===== src/rtl/nav_pkg.sv =====
// nav_pkg: shared definitions for the rover navigation sequencer.
//   - nav_state_e : sequencer state encoding; the numeric value is exported
//                   on the sequencer's debug `state` port.
//   - loc_r       : extracts the range field from a {theta, r} location word.
//   - loc_theta   : extracts the angle field from a {theta, r} location word.
// The field helpers work on a 32-bit zero-extended word so they can serve any
// R_W/TH_W combination without needing package parameters.
package nav_pkg;

    typedef enum logic [3:0] {
        ST_IDLE       = 4'd0,
        ST_SENSE1     = 4'd1,
        ST_SETTLE1    = 4'd2,
        ST_PROBE_TX   = 4'd3,
        ST_PROBE_WAIT = 4'd4,
        ST_SENSE2     = 4'd5,
        ST_SETTLE2    = 4'd6,
        ST_ORIENT     = 4'd7,
        ST_HEAD_CALC  = 4'd8,
        ST_PATH_CALC  = 4'd9,
        ST_CMD_TX     = 4'd10,
        ST_MOVE_WAIT  = 4'd11,
        ST_SENSE3     = 4'd12,
        ST_CHECK      = 4'd13,
        ST_DONE       = 4'd14,
        ST_FAIL       = 4'd15
    } nav_state_e;

    function automatic logic [31:0] loc_r(input logic [31:0] loc, input int unsigned r_w);
        return loc & ((32'd1 << r_w) - 32'd1);
    endfunction

    function automatic logic [31:0] loc_theta(input logic [31:0] loc, input int unsigned r_w,
                                              input int unsigned th_w);
        return (loc >> r_w) & ((32'd1 << th_w) - 32'd1);
    endfunction

endpackage


===== src/rtl/nav_timer.sv =====
// nav_timer: loadable down-counter with zero flag.
// Ports:
//   clock    - clock
//   reset    - asynchronous active-low reset (count forced to 0)
//   load     - load load_val this cycle (takes priority over counting)
//   load_val - value to load
//   zero     - count is zero
// The counter decrements every cycle it is not loaded and stops at zero, so a
// state that loads N-1 on entry and leaves when `zero` is seen lasts N cycles.
module nav_timer #(
    parameter int TIMER_W = 40
) (
    input  logic               clock,
    input  logic               reset,
    input  logic               load,
    input  logic [TIMER_W-1:0] load_val,
    output logic               zero
);

    logic [TIMER_W-1:0] count_q;
    logic [TIMER_W-1:0] count_d;

    always_comb begin
        count_d = count_q;
        if (load) begin
            count_d = load_val;
        end else if (count_q != '0) begin
            count_d = count_q - TIMER_W'(1);
        end
    end

    always_ff @(posedge clock or negedge reset) begin
        if (!reset) begin
            count_q <= '0;
        end else begin
            count_q <= count_d;
        end
    end

    assign zero = (count_q == '0);

endmodule


===== src/rtl/nav_sequencer.sv =====
// nav_sequencer: rover navigation sequencer.
// Senses the rover position, sends an orientation probe move, senses again,
// asks the orientation helper for the current heading and the heading to the
// target, asks the path helper for a move command, transmits it over IR, waits
// for the move to complete and checks arrival; retries up to MAX_ATTEMPTS.
// Ports:
//   clock, reset                  - clock, asynchronous active-low reset
//   enable, abort                 - start pulse, return-to-IDLE request
//   target_location/rover_location- target and sensed {theta, r} positions
//   run_ultrasound/ultrasound_done- sense handshake
//   orient_start/from/to/done/result - orientation helper handshake
//   path_start/path_done/path_cmd - path helper handshake
//   cmp_start/cmp_done/cmp_equal  - arrival compare handshake
//   move_command, transmit_ir     - IR payload and transmit enable
//   orientation                   - last heading reported by the orientation helper
//   attempt                       - move iterations used
//   busy, reached_target, failed  - status
//   state                         - debug state code
module nav_sequencer
    import nav_pkg::*;
#(
    parameter int R_W          = 8,
    parameter int TH_W         = 4,
    parameter int SETTLE_CYC   = 27000000,
    parameter int UNIT_CYC     = 27000000,
    parameter int SEND_CYC     = 27000000,
    parameter int PROBE_CMD    = 'h00A,
    parameter int TIMEOUT_CYC  = 54000000,
    parameter int MAX_ATTEMPTS = 4,
    parameter int TIMER_W      = 40
) (
    input  logic                  clock,
    input  logic                  reset,
    input  logic                  enable,
    input  logic                  abort,
    input  logic [R_W+TH_W-1:0]   target_location,
    input  logic [R_W+TH_W-1:0]   rover_location,
    output logic                  run_ultrasound,
    input  logic                  ultrasound_done,
    output logic                  orient_start,
    output logic [R_W+TH_W-1:0]   orient_from,
    output logic [R_W+TH_W-1:0]   orient_to,
    input  logic                  orient_done,
    input  logic [4:0]            orient_result,
    output logic                  path_start,
    input  logic                  path_done,
    input  logic [R_W+TH_W-1:0]   path_cmd,
    output logic                  cmp_start,
    input  logic                  cmp_done,
    input  logic                  cmp_equal,
    output logic [R_W+TH_W-1:0]   move_command,
    output logic                  transmit_ir,
    output logic [4:0]            orientation,
    output logic [2:0]            attempt,
    output logic                  busy,
    output logic                  reached_target,
    output logic                  failed,
    output logic [3:0]            state
);

    localparam int LOC_W = R_W + TH_W;

    localparam logic [TIMER_W-1:0] SETTLE_T  = TIMER_W'(SETTLE_CYC);
    localparam logic [TIMER_W-1:0] SEND_T    = TIMER_W'(SEND_CYC);
    localparam logic [TIMER_W-1:0] TIMEOUT_T = TIMER_W'(TIMEOUT_CYC);
    localparam logic [LOC_W-1:0]   PROBE_LOC = LOC_W'(PROBE_CMD);
    localparam int                 PROBE_R   = int'(loc_r(32'(PROBE_CMD), R_W));
    localparam logic [TIMER_W-1:0] PROBE_LEN = TIMER_W'(UNIT_CYC) * TIMER_W'(PROBE_R);

    // Timer value to load on entry so that the state lasts n cycles.
    function automatic logic [TIMER_W-1:0] ticks(input logic [TIMER_W-1:0] n);
        return (n == '0) ? '0 : n - TIMER_W'(1);
    endfunction

    nav_state_e         state_q, state_d;
    logic [2:0]         attempt_q, attempt_d;
    logic               reached_q, reached_d;
    logic               failed_q, failed_d;
    logic               run_us_q, run_us_d;
    logic               orient_start_q, orient_start_d;
    logic               path_start_q, path_start_d;
    logic               cmp_start_q, cmp_start_d;
    logic               transmit_ir_q, transmit_ir_d;
    logic [LOC_W-1:0]   move_command_q, move_command_d;
    logic [LOC_W-1:0]   orient_from_q, orient_from_d;
    logic [LOC_W-1:0]   orient_to_q, orient_to_d;
    logic [4:0]         orientation_q, orientation_d;
    logic [LOC_W-1:0]   orig_q, orig_d;
    logic [LOC_W-1:0]   upd_q, upd_d;

    logic               tmr_load;
    logic [TIMER_W-1:0] tmr_val;
    logic               tmr_zero;

    // Move duration: both command fields widened to TIMER_W before the
    // multiply so large UNIT_CYC values cannot overflow.
    logic [31:0]        cmd_r;
    logic [31:0]        cmd_th;
    logic [TIMER_W-1:0] move_len;

    assign cmd_r    = loc_r(32'(move_command_q), R_W);
    assign cmd_th   = loc_theta(32'(move_command_q), R_W, TH_W);
    assign move_len = TIMER_W'(UNIT_CYC) * (TIMER_W'(cmd_r) + TIMER_W'(cmd_th));

    nav_timer #(
        .TIMER_W (TIMER_W)
    ) u_timer (
        .clock    (clock),
        .reset    (reset),
        .load     (tmr_load),
        .load_val (tmr_val),
        .zero     (tmr_zero)
    );

    always_comb begin
        state_d        = state_q;
        attempt_d      = attempt_q;
        reached_d      = reached_q;
        failed_d       = failed_q;
        run_us_d       = 1'b0;
        orient_start_d = 1'b0;
        path_start_d   = 1'b0;
        cmp_start_d    = 1'b0;
        transmit_ir_d  = transmit_ir_q;
        move_command_d = move_command_q;
        orient_from_d  = orient_from_q;
        orient_to_d    = orient_to_q;
        orientation_d  = orientation_q;
        orig_d         = orig_q;
        upd_d          = upd_q;
        tmr_load       = 1'b0;
        tmr_val        = '0;

        if (abort) begin
            state_d       = ST_IDLE;
            transmit_ir_d = 1'b0;
        end else begin
            unique case (state_q)
                ST_IDLE, ST_DONE, ST_FAIL: begin
                    if (enable) begin
                        attempt_d = '0;
                        reached_d = 1'b0;
                        failed_d  = 1'b0;
                        run_us_d  = 1'b1;
                        state_d   = ST_SENSE1;
                        tmr_load  = 1'b1;
                        tmr_val   = ticks(TIMEOUT_T);
                    end
                end

                ST_SENSE1, ST_SENSE2, ST_SENSE3: begin
                    if (ultrasound_done) begin
                        tmr_load = 1'b1;
                        if (state_q == ST_SENSE3) begin
                            cmp_start_d = 1'b1;
                            state_d     = ST_CHECK;
                            tmr_val     = ticks(TIMEOUT_T);
                        end else begin
                            state_d = (state_q == ST_SENSE1) ? ST_SETTLE1 : ST_SETTLE2;
                            tmr_val = ticks(SETTLE_T);
                        end
                    end else if (tmr_zero) begin
                        state_d  = ST_FAIL;
                        failed_d = 1'b1;
                    end
                end

                ST_SETTLE1: begin
                    if (tmr_zero) begin
                        orig_d         = rover_location;
                        move_command_d = PROBE_LOC;
                        transmit_ir_d  = 1'b1;
                        state_d        = ST_PROBE_TX;
                        tmr_load       = 1'b1;
                        tmr_val        = ticks(SEND_T);
                    end
                end

                ST_PROBE_TX: begin
                    if (tmr_zero) begin
                        transmit_ir_d = 1'b0;
                        tmr_load      = 1'b1;
                        // A zero-length probe skips the wait entirely.
                        if (PROBE_LEN == '0) begin
                            run_us_d = 1'b1;
                            state_d  = ST_SENSE2;
                            tmr_val  = ticks(TIMEOUT_T);
                        end else begin
                            state_d = ST_PROBE_WAIT;
                            tmr_val = ticks(PROBE_LEN);
                        end
                    end
                end

                ST_PROBE_WAIT: begin
                    if (tmr_zero) begin
                        run_us_d = 1'b1;
                        state_d  = ST_SENSE2;
                        tmr_load = 1'b1;
                        tmr_val  = ticks(TIMEOUT_T);
                    end
                end

                ST_SETTLE2: begin
                    if (tmr_zero) begin
                        upd_d          = rover_location;
                        orient_from_d  = orig_q;
                        orient_to_d    = rover_location;
                        orient_start_d = 1'b1;
                        state_d        = ST_ORIENT;
                        tmr_load       = 1'b1;
                        tmr_val        = ticks(TIMEOUT_T);
                    end
                end

                ST_ORIENT: begin
                    if (orient_done) begin
                        orientation_d  = orient_result;
                        orient_from_d  = upd_q;
                        orient_to_d    = target_location;
                        orient_start_d = 1'b1;
                        state_d        = ST_HEAD_CALC;
                        tmr_load       = 1'b1;
                        tmr_val        = ticks(TIMEOUT_T);
                    end else if (tmr_zero) begin
                        state_d  = ST_FAIL;
                        failed_d = 1'b1;
                    end
                end

                ST_HEAD_CALC: begin
                    // The heading to the target is only consumed by the path
                    // helper; the orientation port keeps the rover's own heading.
                    if (orient_done) begin
                        path_start_d = 1'b1;
                        state_d      = ST_PATH_CALC;
                        tmr_load     = 1'b1;
                        tmr_val      = ticks(TIMEOUT_T);
                    end else if (tmr_zero) begin
                        state_d  = ST_FAIL;
                        failed_d = 1'b1;
                    end
                end

                ST_PATH_CALC: begin
                    if (path_done) begin
                        move_command_d = path_cmd;
                        transmit_ir_d  = 1'b1;
                        attempt_d      = attempt_q + 3'd1;
                        state_d        = ST_CMD_TX;
                        tmr_load       = 1'b1;
                        tmr_val        = ticks(SEND_T);
                    end else if (tmr_zero) begin
                        state_d  = ST_FAIL;
                        failed_d = 1'b1;
                    end
                end

                ST_CMD_TX: begin
                    if (tmr_zero) begin
                        transmit_ir_d = 1'b0;
                        tmr_load      = 1'b1;
                        // A zero-length command goes straight to sensing.
                        if (move_len == '0) begin
                            run_us_d = 1'b1;
                            state_d  = ST_SENSE3;
                            tmr_val  = ticks(TIMEOUT_T);
                        end else begin
                            state_d = ST_MOVE_WAIT;
                            tmr_val = ticks(move_len);
                        end
                    end
                end

                ST_MOVE_WAIT: begin
                    if (tmr_zero) begin
                        run_us_d = 1'b1;
                        state_d  = ST_SENSE3;
                        tmr_load = 1'b1;
                        tmr_val  = ticks(TIMEOUT_T);
                    end
                end

                ST_CHECK: begin
                    if (cmp_done) begin
                        if (cmp_equal) begin
                            reached_d = 1'b1;
                            state_d   = ST_DONE;
                        end else if (attempt_q == 3'(MAX_ATTEMPTS)) begin
                            failed_d = 1'b1;
                            state_d  = ST_FAIL;
                        end else begin
                            // Retry from the current position: it becomes both
                            // the new origin and the operand for the heading query.
                            orig_d         = rover_location;
                            upd_d          = rover_location;
                            orient_from_d  = rover_location;
                            orient_to_d    = target_location;
                            orient_start_d = 1'b1;
                            state_d        = ST_HEAD_CALC;
                            tmr_load       = 1'b1;
                            tmr_val        = ticks(TIMEOUT_T);
                        end
                    end else if (tmr_zero) begin
                        state_d  = ST_FAIL;
                        failed_d = 1'b1;
                    end
                end

                default: begin
                    state_d = ST_IDLE;
                end
            endcase
        end
    end

    always_ff @(posedge clock or negedge reset) begin
        if (!reset) begin
            state_q        <= ST_IDLE;
            attempt_q      <= '0;
            reached_q      <= 1'b0;
            failed_q       <= 1'b0;
            run_us_q       <= 1'b0;
            orient_start_q <= 1'b0;
            path_start_q   <= 1'b0;
            cmp_start_q    <= 1'b0;
            transmit_ir_q  <= 1'b0;
            move_command_q <= '0;
            orient_from_q  <= '0;
            orient_to_q    <= '0;
            orientation_q  <= '0;
            orig_q         <= '0;
            upd_q          <= '0;
        end else begin
            state_q        <= state_d;
            attempt_q      <= attempt_d;
            reached_q      <= reached_d;
            failed_q       <= failed_d;
            run_us_q       <= run_us_d;
            orient_start_q <= orient_start_d;
            path_start_q   <= path_start_d;
            cmp_start_q    <= cmp_start_d;
            transmit_ir_q  <= transmit_ir_d;
            move_command_q <= move_command_d;
            orient_from_q  <= orient_from_d;
            orient_to_q    <= orient_to_d;
            orientation_q  <= orientation_d;
            orig_q         <= orig_d;
            upd_q          <= upd_d;
        end
    end

    assign run_ultrasound = run_us_q;
    assign orient_start   = orient_start_q;
    assign orient_from    = orient_from_q;
    assign orient_to      = orient_to_q;
    assign path_start     = path_start_q;
    assign cmp_start      = cmp_start_q;
    assign move_command   = move_command_q;
    assign transmit_ir    = transmit_ir_q;
    assign orientation    = orientation_q;
    assign attempt        = attempt_q;
    assign reached_target = reached_q;
    assign failed         = failed_q;
    assign state          = state_q;
    assign busy           = !(state_q inside {ST_IDLE, ST_DONE, ST_FAIL});

endmodule


===== config.mk =====
export PLATFORM = sky130hd
export DESIGN_NAME = nav_sequencer
export DESIGN_NICKNAME = d
export VERILOG_FILES = /design/src/rtl/nav_pkg.sv /design/src/rtl/nav_timer.sv /design/src/rtl/nav_sequencer.sv
export SDC_FILE = /design/constraint.sdc
export NUM_CORES = 1
export LEC_CHECK = 0
export ABC_AREA = 1
export CAP_MARGIN = 20
export CORE_MARGIN = 2
export CORE_UTILIZATION = 51
export DETAILED_ROUTE_END_ITERATION = 10
export HOLD_SLACK_MARGIN = 0.03
export PLACE_DENSITY = 0.82
export SYNTH_ARGS = -nofsm -noshare
export SYNTH_HDL_FRONTEND = slang
export SYNTH_SLANG_ARGS = --single-unit

===== constraint.sdc =====
create_clock -name clock -period 11.27 [get_ports clock]
set_clock_uncertainty 0.15 [all_clocks]
set_input_delay 2.254 -clock clock [delete_from_list [all_inputs] [get_ports clock]]
set_output_delay 2.254 -clock clock [all_outputs]
set_load 0.02 [all_outputs]

## Word level (Yosys, flattened, before mapping)

Cells that the tools add are included.

| cells by class | value |
|---|---|
| eq/ne operators | 39 |
| magnitude comparators | 0 |
| bitwise gates (word level) | 1 |
| multiplexer cells | 96 |
| divide/modulo/power cells | 0 |
| shifts and indexed selects | 0 |
| reduce and logical (&&, ||, !) cells | 32 |
| add/sub/neg operators | 4 |
| multipliers | 1 |

Operators by type and width:

| kind | number |
|---|---|
| one-hot mux 40 bit (9 select lines) | 1 |
| two-way mux 26 bit | 8 |
| two-way mux 40 bit | 5 |
| two-way mux 12 bit | 12 |
| logical NOT 40 bit | 2 |
| one-hot mux 12 bit (2 select lines) | 3 |
| one-hot mux 12 bit (3 select lines) | 2 |
| two-way mux 4 bit | 15 |
| two-way mux 25 bit | 2 |
| one-hot mux 4 bit (12 select lines) | 1 |
| nonzero test 40 bit | 1 |
| subtractor 40 x 1 -> 40 bit (second input constant) | 1 |
| subtractor 34 x 1 -> 35 bit (second input constant) | 1 |
| two-way mux 1 bit | 33 |
| equality test 4 bit (second input constant) | 8 |
| != test 3 bit (second input constant) | 10 |
| two-way mux 29 bit | 1 |
| multiplier 19 x 9 -> 28 bit (first input constant) | 1 |
| != test 2 bit (second input constant) | 12 |
| two-way mux 3 bit | 6 |
| equality test 4 x 3 -> 1 bit (second input constant) | 4 |
| AND reduction 7 bit | 2 |
| AND reduction 4 bit | 3 |
| AND reduction 6 bit | 2 |
| other kinds (24) | 37 |

| word-level totals | value |
|---|---|
| register bits | 119 |
| memory bits (read-only) | 0 |
| memories | 0 |
| word-level logic and storage cells | 189 |
| bits in writable memories | 0 |
| input port bits | 50 |
| latch bits | 0 |

## Longest topological paths before layout

Gate-level depths: netlist of the first run.

| depth | value |
|---|---|
| depth in word-level cells | 8 |
| mapped depth | 37 |
| depth with buffers taken out | 37 |

## Modules after synthesis

A second synthesis of the first run with hierarchy kept.

| second synthesis, totals | value |
|---|---|
| cells, all modules | 1,647 |
| area total of the unflattened synthesis | 11,633.7 µm² |

By module, submodules not included:

| module | area each (µm²) | cells each | sequential area each (µm²) | times used |
|---|---|---|---|---|
| nav_sequencer | 8,747.1 | 1,232 | 1,976.9 | 1 |
| nav_timer | 2,886.5 | 415 | 1,001.0 | 1 |

## Worst setup path after synthesis of the first run

Ideal clock, no wire load.

| timing path | value |
|---|---|
| path type | reg-to-reg |
| from | register move_command_q[8] (netlist: move_command[8]) |
| to | register u_timer.count_q[29] |
| clock period less this slack | 6.433 ns |
| path buffers | 1 |
| setup time | 0.121 ns |
| cell stages (with the launch flop) | 37 |
| arrival | 6.162 ns |
| slack | 4.837 ns |
| cell sequence | dfrtp_1 > ha_1 > inv_1 > fa_1 > o21ai_0 > nand2_1 > nor2_1 > xor2_1 > inv_1 > fa_1 > inv_1 > fa_1 > inv_1 > fa_1 > inv_1 > fa_1 > inv_1 > ha_1 > nand2_2 > inv_2 > nand2_1 > nand2_1 > a21oi_2 > nand2_1 > nand2_1 > nand2_1 > nor2_2 > nand3_2 > nor2_8 > nand3_4 > nand2_2 > inv_2 > buf_6 > nand2_1 > nand2_1 > nand2_1 > nand2_1 |

| between the ends | value |
|---|---|
| cells in the longest elaborated chain, start to end | 8 |
| elaborated cells between the ends (all ways) | 9 |

RTL lines:

| item | RTL line | source |
|---|---|---|
| start, declared | nav_sequencer.sv:84 | `logic [LOC_W-1:0] move_command_q, move_command_d;` |
| start signal, assigned | nav_sequencer.sv:344 | `move_command_q <= move_command_d;` |
| adder 8 x 4 -> 9 bit (*) | nav_sequencer.sv:103 | `assign move_len = TIMER_W'(UNIT_CYC) * (TIMER_W'(cmd_r) + TIMER_W'(cmd_th));` |
| multiplier 19 x 9 -> 28 bit (*) | nav_sequencer.sv:103 |  |
| subtractor 34 x 1 -> 35 bit / logical NOT 40 bit (equally long branches) | nav_sequencer.sv:72, nav_sequencer.sv:264 |  |
| two-way mux 40 bit (*) | nav_sequencer.sv:264 | `if (move_len == '0) begin` |
| two-way mux 40 bit (*) | nav_sequencer.sv:260 | `if (tmr_zero) begin` |
| one-hot mux 40 bit (9 select lines) (*) | nav_sequencer.sv:138 | `unique case (state_q)` |
| two-way mux 40 bit (*) | nav_sequencer.sv:134 | `if (abort) begin` |
| two-way mux 40 bit (*) | nav_timer.sv:25 | `if (load) begin` |
| end signal, assigned | nav_timer.sv:36 | `count_q <= count_d;` |
| end, declared | nav_timer.sv:20 | `logic [TIMER_W-1:0] count_q;` |

Every way passes the cells marked *; elsewhere a longest branch is shown, timed or not.
A chain may end at the register's enable or synchronous reset.

## Final worst setup path of the first run

| timing path | value |
|---|---|
| from | register move_command_q[8] (netlist: move_command[8]) |
| to | register u_timer.count_q[31] |

Same word-level chain as after synthesis.

==> results of run 1 <==
==> stage by stage <==
stage / utilization [%] / setup slack, ps
final: 60.6 / 4330
after CTS: 60.5 / 4340
after global placement: 57.6 / 4610
after global routing: 60.6 / 3690
after floorplan: - / 4840
after detailed placement: 57.6 / 4410
==> worst max path at each step <==
stage	start	end	slack, ps	cells after the start
finish	move_command[8]	u_timer.count_q[31]	4330	34
global route	move_command[8]	u_timer.count_q[30]	3690	34
CTS	move_command[8]	u_timer.count_q[31]	4340	34
detailed placement	move_command[8]	u_timer.count_q[31]	4410	34
global placement	move_command[0]	u_timer.count_q[30]	4610	31
floorplan	move_command[8]	u_timer.count_q[29]	4840	36
==> worst max-delay path: cells and delay by family, from the launching register on <==
kind	cells	cell delay, ps
XOR/XNOR	1	230
adder cells (fa/ha/maj)	7	3200
AO/OA/AOI/OAI	1	300
AND/OR/NAND/NOR	18	1960
flip-flops	1	390
buffers and inverters	7	570
==> placed cells by master (no fill, tap or decap), drive strengths merged, types with 6 or more instances in the layout <==
master and count:
ha 68, nand3 98, inv 303, xnor2 14
clkbuf 18, dfrtp 119, nor2 175, nand3b 7
xor2 28, o21ai 75, a31oi 19, nand2 408
a41oi 12, clkdlybuf4s50 104, a21oi 81, buf 6
nand4 23, fa 55, nor4 6, nor3 25
==> sequential cells by signal (all words and copies together) (netlist names), 4 cells and up <==
| register | flops |
|---|---|
| orig_q | 12 |
| orient_from | 12 |
| orientation | 5 |
| upd_q | 12 |
| orient_to | 12 |
| state | 4 |
| move_command | 12 |
| u_timer.count_q | 40 |
==> report_power, final <==
group | switching, uW | total (uW) | internal (uW)
combinational | 2210 | 3310 | 1100
sequential | 47.1 | 522 | 475
clock | 225 | 584 | 359
total | 2480 | 4410 | 1930
==> logic make-up after synthesis <==
kind of cell | Yosys count | share of synthesized area, %
and+or+nand+nor | 749 | 29.9
adders and majority gates | 123 | 17.5
DFF | 119 | 26.6
AOI/OAI and AO/OA | 211 | 10.9
muxes | 5 | 0.503
buffers and inverters | 328 | 11.2
xor gates and xnor gates | 42 | 3.36
==> metal layers <==
metal,GRT usage [%],up-vias,share of wire (%)
met3,4.99,103,6.8
li1,-,5184,-
met5,0,-,0
met2,45.3,433,48
met4,11.5,0,3.9
met1,34.6,5020,42
==> cell type report <==
class | instances | area (um2) | area share (%)
multi-input combinational | 1130 | 6960 | 53.0
clock buffer | 18 | 439 | 3.34
inverter | 298 | 1120 | 8.52
timing repair buffer | 110 | 1100 | 8.36
sequential | 119 | 2980 | 22.7
tap | 280 | 350 | 2.67
clock inverter | 14 | 188 | 1.43
==> results.sh, run 1 <==
export IMPL_wire_per_inst_um=15.8
export IMPL_diodes=0
export IMPL_min_from="orig_q[6]"
export IMPL_synth_cell_types=53
export IMPL_num_rows=54
export IMPL_hold_violations=0
export IMPL_cp_slowest_cell="fa_1"
export IMPL_critPathMaxFanout=12
export IMPL_cts_buffers_inserted=17
export IMPL_instances_no_fill=1969
export IMPL_p_leak_uw=0.00671
export IMPL_total_power_uw=4410
export IMPL_grt_antenna_before_repair=0
export IMPL_grt_pass1_wl_mm=51.4
export IMPL_clk_path_buf_depth=2
export IMPL_area_growth_pct=17.4
export IMPL_cts_root_buf="clkbuf_16"
export IMPL_drive_gt1_share_pct=7.70
export IMPL_grt_overflow=0
export IMPL_synthDominantCellAreaShare_pct=26.6
export IMPL_place_congestion=0.959
export IMPL_ant_nets=0
export IMPL_dieArea_um2=23100
export IMPL_final_max_slew_viol_count=0
export IMPL_r2r_cells=34
export IMPL_r2r_end="u_timer.count_q[31]"
export IMPL_dp_final_hpwl_mm=24.0
export IMPL_setup_violations_final=0
export IMPL_synth_edff_count=0
export IMPL_worstSetupStartpointType="register"
export IMPL_core_area_um2=21700
export IMPL_cpPeakStageDelay_ps=670
export IMPL_rsz0062_at_grt="no"
export IMPL_worst_pin_slew_ps=987
export IMPL_finalSetupTns_ps=0
export IMPL_ios=106
export IMPL_synthFlopType="dfrtp_1"
export IMPL_die_y_um=152
export IMPL_grt_max_degree=71
export IMPL_syn_inst=1577
export IMPL_ir_drop_mv=0.214
export IMPL_fin_area_um2=13100
export IMPL_hold_end="orig_q[6]"
export IMPL_post_cts_buffers=0
export IMPL_port_buffers=105
export IMPL_synth_most_common_cell="nand2_1"
export IMPL_netlist_area_um2=11200
export IMPL_hold_buffers=0
export IMPL_fin_crit_sh_pct=61.5
export IMPL_fin_nets=1849
export IMPL_worstPathArrival_ps=7090
export IMPL_ys_top_cells_by_area="dfrtp_1, nand2_1, fa_1"
export IMPL_nFillCells=1976
export IMPL_ys_top_cells_by_count="nand2_1, inv_1, nor2_1"
export IMPL_synthArstFlopShare_pct=100
export IMPL_wirelength_mm=31.2
export IMPL_cp_common_cell="nand2_1"
export IMPL_power_density_nw_per_um2=336
export IMPL_cts_max_level=4
export IMPL_grt_usage_pct=27.1
export IMPL_whs_ps=340
export IMPL_clk_latency_ps=430
export IMPL_drc=0
export IMPL_ys_ff_latch=119
export IMPL_grt_pass1_vias=10526
export IMPL_max_freq_ghz=0.144
export IMPL_drv_cap=0
export IMPL_postPlaceCellArea_um2=12500
export IMPL_initial_core_util_pct=51.6
export IMPL_layout_min_cycle_time_ps=6940
export IMPL_cts_tree="done"
export IMPL_drtPass1Iterations=8
export IMPL_yosysWarnings=0
export IMPL_vias_per_cell=5.45
export IMPL_drt_iter0_markers=774
export IMPL_num_vias=10740
export IMPL_clk_pin_slew_ps=60
export IMPL_dp_cells=1936
export IMPL_die_w_um=152
export IMPL_synth_largest_area_cell="dfrtp_1"
export IMPL_crit_required_ps=11420
export IMPL_hp_class="reg2reg"
export IMPL_r2r_start="move_command[8]"
export IMPL_r2r_slack_ps=4330
export IMPL_crit_type="reg2reg"
export IMPL_status="finished, final reports clean"
export IMPL_cp_end_kind="register"
export IMPL_maxSlewHeadroom_pct=33.9
export IMPL_hold_depth=2
export IMPL_cts_resized=0
export IMPL_clock_sinks=119
export IMPL_avgSynthCellArea_um2=7.09
export IMPL_syn_nets=1750
export IMPL_synth_seq_area_share_pct=26.6
Note: power is estimated with default switching activity, not from simulation.
==> run 2, diff against run 1 <==
PLACE_DENSITY = 0.85   (was 0.82)
clock period = 6.3 ns   (was 11.27 ns; I/O delays follow)
==> results.sh, run 2 (synthesis gave the netlist of run 1 again) <==
export IMPL_fin_nets=1907
export IMPL_die_y_um=152
export IMPL_status="finished, final reports clean"
export IMPL_ant_nets=0
export IMPL_cts_buffers_inserted=17
export IMPL_r2r_cells=35
export IMPL_final_max_slew_viol_count=0
export IMPL_ios=106
export IMPL_die_w_um=152
export IMPL_critPathMaxFanout=12
export IMPL_final_cell_mix="nand2_1, inv_1, nor2_1"
export IMPL_area_growth_pct=27.7
export IMPL_r2r_slack_ps=60
export IMPL_clk_pin_slew_ps=60
export IMPL_dieArea_um2=23100
export IMPL_mostFrequentLayoutCell="nand2_1"
export IMPL_layout_min_cycle_time_ps=6240
export IMPL_cts_root_buf="clkbuf_16"
export IMPL_rsz0062_at_grt="yes"
export IMPL_cpPeakStageDelay_ps=610
export IMPL_num_rows=54
export IMPL_grt_antenna_before_repair=0
export IMPL_dpl_worst_slack_ps=-246
export IMPL_grtUsageMet3_pct=4.82
export IMPL_fin_crit_sh_pct=99.1
export IMPL_cp_end_kind="register"
export IMPL_cts_tree="done"
export IMPL_hold_violations=0
export IMPL_drtPass1Iterations=5
export IMPL_crit_type="reg2reg"
export IMPL_setup_violations_final=0
export IMPL_dp_final_hpwl_mm=24.9
export IMPL_use_met2_pct=48.2
export IMPL_cp_common_cell="nand2_1"
export IMPL_grt_max_degree=64
export IMPL_drv_cap=0
export IMPL_port_buffers=105
export IMPL_place_congestion=0.968
export IMPL_regMostFlops="u_timer.count_q"
export IMPL_hold_buffers=0
export IMPL_grt_pass1_vias=11108
export IMPL_drt_iter0_markers=905
export IMPL_grt_overflow=0
export IMPL_max_freq_ghz=0.160
export IMPL_wire_per_inst_um=17.0
export IMPL_hp_class="reg2reg"
export IMPL_initial_core_util_pct=51.6
export IMPL_wirelength_mm=34.5
export IMPL_hold_depth=2
export IMPL_utilization_pct=65.8
export IMPL_maxSlewHeadroom_pct=34.1
export IMPL_cts_max_level=4
export IMPL_finalSetupTns_ps=0
export IMPL_largest_reg_flops=40
export IMPL_timing_final_ws_setup_ps=57.2
export IMPL_diodes=0
export IMPL_crit_required_ps=6450
export IMPL_clock_sinks=119
export IMPL_drc=0
export IMPL_clk_latency_ps=430
export IMPL_grt_pass1_wl_mm=53.0
export IMPL_clk_path_buf_depth=2
export IMPL_drive_gt1_share_pct=19.0
export IMPL_num_vias=11336
export IMPL_worst_pin_slew_ps=984
export IMPL_dp_cells=1978
export IMPL_core_area_um2=21700
export IMPL_grt_usage_pct=27.9
export IMPL_instances_no_fill=2026
export IMPL_met1_usage_pct=33.0
export IMPL_vias_per_cell=5.60
export IMPL_cp_slowest_cell="fa_2"
export IMPL_worstPathArrival_ps=6400
export IMPL_grt_busiest_layer="met2"
export IMPL_worstSetupStartpointType="register"
[run 2: cell types whose count changed in the layout (fill, tap and decap cells not counted), moves of 13 or more]
cell / change
ha_1: -19
nor2_1: -14
nand2_1: -49
buf_4: +55
ha_4: +16
inv_1: -18
inv_2: +13
nand2_2: +34
nand2_4: +15
nand3_1: -13
[run 2: timing repair]
item | in CTS | in global routing
resized for setup | 19 | 173
pin swaps | 3 | 72
setup buffers | 3 | 13
setup endpoints to repair | 29 | 30
[run 2: path summary, 6_finish.rpt]
| check | to | startpoint |
|---|---|---|
| min in group asynchronous | u_timer.count_q[8] | reset |
| min | upd_q[5] | upd_q[5] |
| max | u_timer.count_q[29] | move_command[8] |
| min reg2reg | upd_q[5] | upd_q[5] |
| max reg2reg | u_timer.count_q[29] | move_command[8] |
| max in group asynchronous | move_command[0] | reset |
[run 2: area by class of cell]
class	count	area, um2
inverters	298	1130
clock buffers	18	439
repair buffers	168	1550
multi-input cells	1130	7680
well taps	280	350
clock inverters	13	144
flip-flops and latches	119	2980
fillers	1680	7410
[run 2: stage by stage]
| step | area, um2 | hold WS [ps] |
|---|---|---|
| after floorplan | 11200 | 303 |
| after detailed placement | 12800 | 325 |
| after global placement | 12800 | 318 |
| after CTS | 13500 | 340 |
| final | 14300 | 336 |
| after global routing | 14300 | 373 |
[run 2: critical path: cells and delay by family, from the launching register on]
kind,cells,cell delay [ps]
compound gates,1,160
fa+ha+maj,7,2880
buf+inv,9,590
simple gates,17,1710
xor+xnor,1,220
flops,1,380
[run 2: layer usage]
| layer | up-vias | part of all wire (%) |
|---|---|---|
| met1 | 5311 | 38 |
| met3 | 158 | 6.5 |
| met2 | 564 | 50 |
| li1 | 5303 | - |
| met5 | - | 0 |
| met4 | 0 | 5.6 |
Power of run 2 is not shown: default switching activity piles up to over one toggle a cycle in this logic, so the estimate is an artifact.
==> run 3, diff against run 2 <==
SETUP_SLACK_MARGIN = 0.1   (was unset)
SLEW_MARGIN = 20   (was unset)
SYNTH_HIERARCHICAL = 1   (was unset)
==> results.sh, run 3 <==
export IMPL_status="finished with violations"
export IMPL_violations="setup timing"
export IMPL_cts_max_level=4
export IMPL_synth_most_common_cell="nand2_1"
export IMPL_fin_nets=2032
export IMPL_num_rows=55
export IMPL_worst_pin_slew_ps=892
export IMPL_synth_cell_types=54
export IMPL_fin_crit_sh_pct=101
export IMPL_r2r_cells=32
export IMPL_port_buffers=105
export IMPL_hold_depth=2
export IMPL_syn_inst=1647
export IMPL_hold_buffers=0
export IMPL_ios=106
export IMPL_die_w_um=155
export IMPL_layout_min_cycle_time_ps=6360
export IMPL_hold_end="upd_q[5]"
export IMPL_utilization_pct=67.0
export IMPL_final_max_slew_viol_count=0
export IMPL_r2r_slack_ps=-60
export IMPL_grt_pass1_vias=11432
export IMPL_r2r_end="u_timer/count_q[13]"
export IMPL_grt_antenna_before_repair=0
export IMPL_grt_overflow=0
export IMPL_core_area_um2=22500
export IMPL_grt_pass1_wl_mm=55.8
export IMPL_netlist_area_um2=11600
export IMPL_clock_sinks=119
export IMPL_timing_final_ws_setup_ps=-63.3
export IMPL_regMostFlops="u_timer/count_q"
export IMPL_dieArea_um2=24000
export IMPL_cp_end_kind="register"
export IMPL_worstPathArrival_ps=6560
export IMPL_initial_core_util_pct=51.7
export IMPL_crit_required_ps=6490
export IMPL_cpPeakStageDelay_ps=610
export IMPL_synthArstFlopShare_pct=100
export IMPL_hp_class="reg2reg"
export IMPL_synth_seq_area_share_pct=25.6
export IMPL_drt_iter0_markers=949
export IMPL_wirelength_mm=35.3
export IMPL_postPlaceCellArea_um2=13600
export IMPL_drtPass1Iterations=8
export IMPL_cp_common_cell="nand2_2"
export IMPL_largest_reg_flops=40
export IMPL_cts_root_buf="clkbuf_16"
export IMPL_finalSetupTns_ps=-190
export IMPL_wire_per_inst_um=16.4
export IMPL_fin_area_um2=15100
export IMPL_cts_tree="done"
export IMPL_area_growth_pct=29.6
export IMPL_yosysWarnings=6
export IMPL_clk_pin_slew_ps=70
export IMPL_r2r_start="move_command[8]"
export IMPL_crit_type="reg2reg"
export IMPL_worstSetupStartpointType="register"
export IMPL_synth_largest_area_cell="dfrtp_1"
export IMPL_max_freq_ghz=0.157
export IMPL_diodes=0
export IMPL_critPathMaxFanout=5
export IMPL_drc=0
export IMPL_ys_top_cells_by_count="nand2_1, inv_1, nor2_1"
export IMPL_ys_ff_latch=119
export IMPL_dp_final_hpwl_mm=26.3
export IMPL_grt_max_degree=62
export IMPL_grt_usage_pct=28.8
export IMPL_setup_violations_final=4
export IMPL_drv_cap=0
export IMPL_num_vias=11732
export IMPL_maxSlewHeadroom_pct=40.5
export IMPL_synth_edff_count=0
export IMPL_clk_latency_ps=420
export IMPL_ys_top_cells_by_area="dfrtp_1, nand2_1, fa_1"
export IMPL_ant_nets=0
export IMPL_cts_buffers_inserted=17
export IMPL_clk_path_buf_depth=2
export IMPL_cp_slowest_cell="fa_2"
export IMPL_die_y_um=155
export IMPL_mostFrequentLayoutCell="nand2_1"
export IMPL_min_from="upd_q[5]"
export IMPL_synthFlopType="dfrtp_1"
export IMPL_rsz0062_at_grt="yes"
export IMPL_hold_violations=0
export IMPL_drive_gt1_share_pct=21.3
export IMPL_place_congestion=0.964
export IMPL_vias_per_cell=5.44
export IMPL_avgSynthCellArea_um2=7.06
export IMPL_final_cell_mix="nand2_1, inv_1, nor2_1"
export IMPL_synthDominantCellAreaShare_pct=25.6
[run 3: cell types whose count changed after synthesis, sizes merged, moves of 6 or more]
cell	previous run	this run
nor3	25	16
a21oi	81	42
nand3	98	117
xor2	28	47
o21ai	75	87
nand2	408	455
nand4	23	17
inv	298	307
nor2	175	206
[run 3: worst max-delay path by stage]
stage / depth (start not counted) / to / slack [ps] / from
final: 32 / u_timer/count_q[13] / -60 / move_command[8]
after global routing: 38 / u_timer/count_q[6] / -370 / move_command[1]
after CTS: 35 / u_timer/count_q[25] / 100 / move_command[2]
after detailed placement: 33 / u_timer/count_q[31] / -300 / move_command[8]
after global placement: 33 / u_timer/count_q[31] / -190 / move_command[0]
after floorplan: 37 / u_timer/count_q[6] / 130 / move_command[0]
[run 3: cell type report]
class,instances,area (um2)
clock inverters,15,175
fillers,1727,7430
inverters,309,1160
flip-flops and latches,119,2980
clock buffers,17,425
well taps,285,357
repair buffers,218,1970
multi-input cells,1194,8000
[run 3: kinds of logic after synthesis]
family / synth area share, %
AOI/OAI and AO/OA: 9.20
xor gates and xnor gates: 4.42
adders and majority gates: 16.8
buffers and inverters: 11.4
DFF: 25.6
muxes: 0.484
other: 0.0322
and+or+nand+nor: 32.1
[run 3: timing repair]
item / in CTS / in global routing
pin swaps: 39 / 54
resized for setup: 61 / 103
setup buffers: 18 / 12
endpoints found under the setup margin: 29 / 31
gates cloned: 1 / 0
hold endpoints to repair: 0 / 0
[run 3: layer usage]
metal / vias up / wire length, um / GRT usage, %
met5: - / 0 / 0
met4: 0 / 1210 / 10.4
met3: 106 / 2260 / 5.46
met2: 494 / 17400 / 48.8
met1: 5567 / 14500 / 36.8
li1: 5565 / - / -
[run 3: worst max-delay path, delay by kind of cell, from the launching register on]
family	cells	cell delay, ps
buf+inv	6	510
simple gates	15	1780
flops	1	390
fa+ha+maj	7	2760
compound gates	3	480
xor+xnor	1	170
[run 3: per-stage QoR]
step / hold WS [ps] / instances / setup slack, ps
final: 337 / 2157 / -63.3
after global routing: 371 / 2157 / -375
after CTS: 341 / 2146 / 101
after detailed placement: 325 / 2095 / -303
after global placement: 316 / 2095 / -194
after floorplan: 303 / 1652 / 127
Power of run 3 is left out for the same reason.
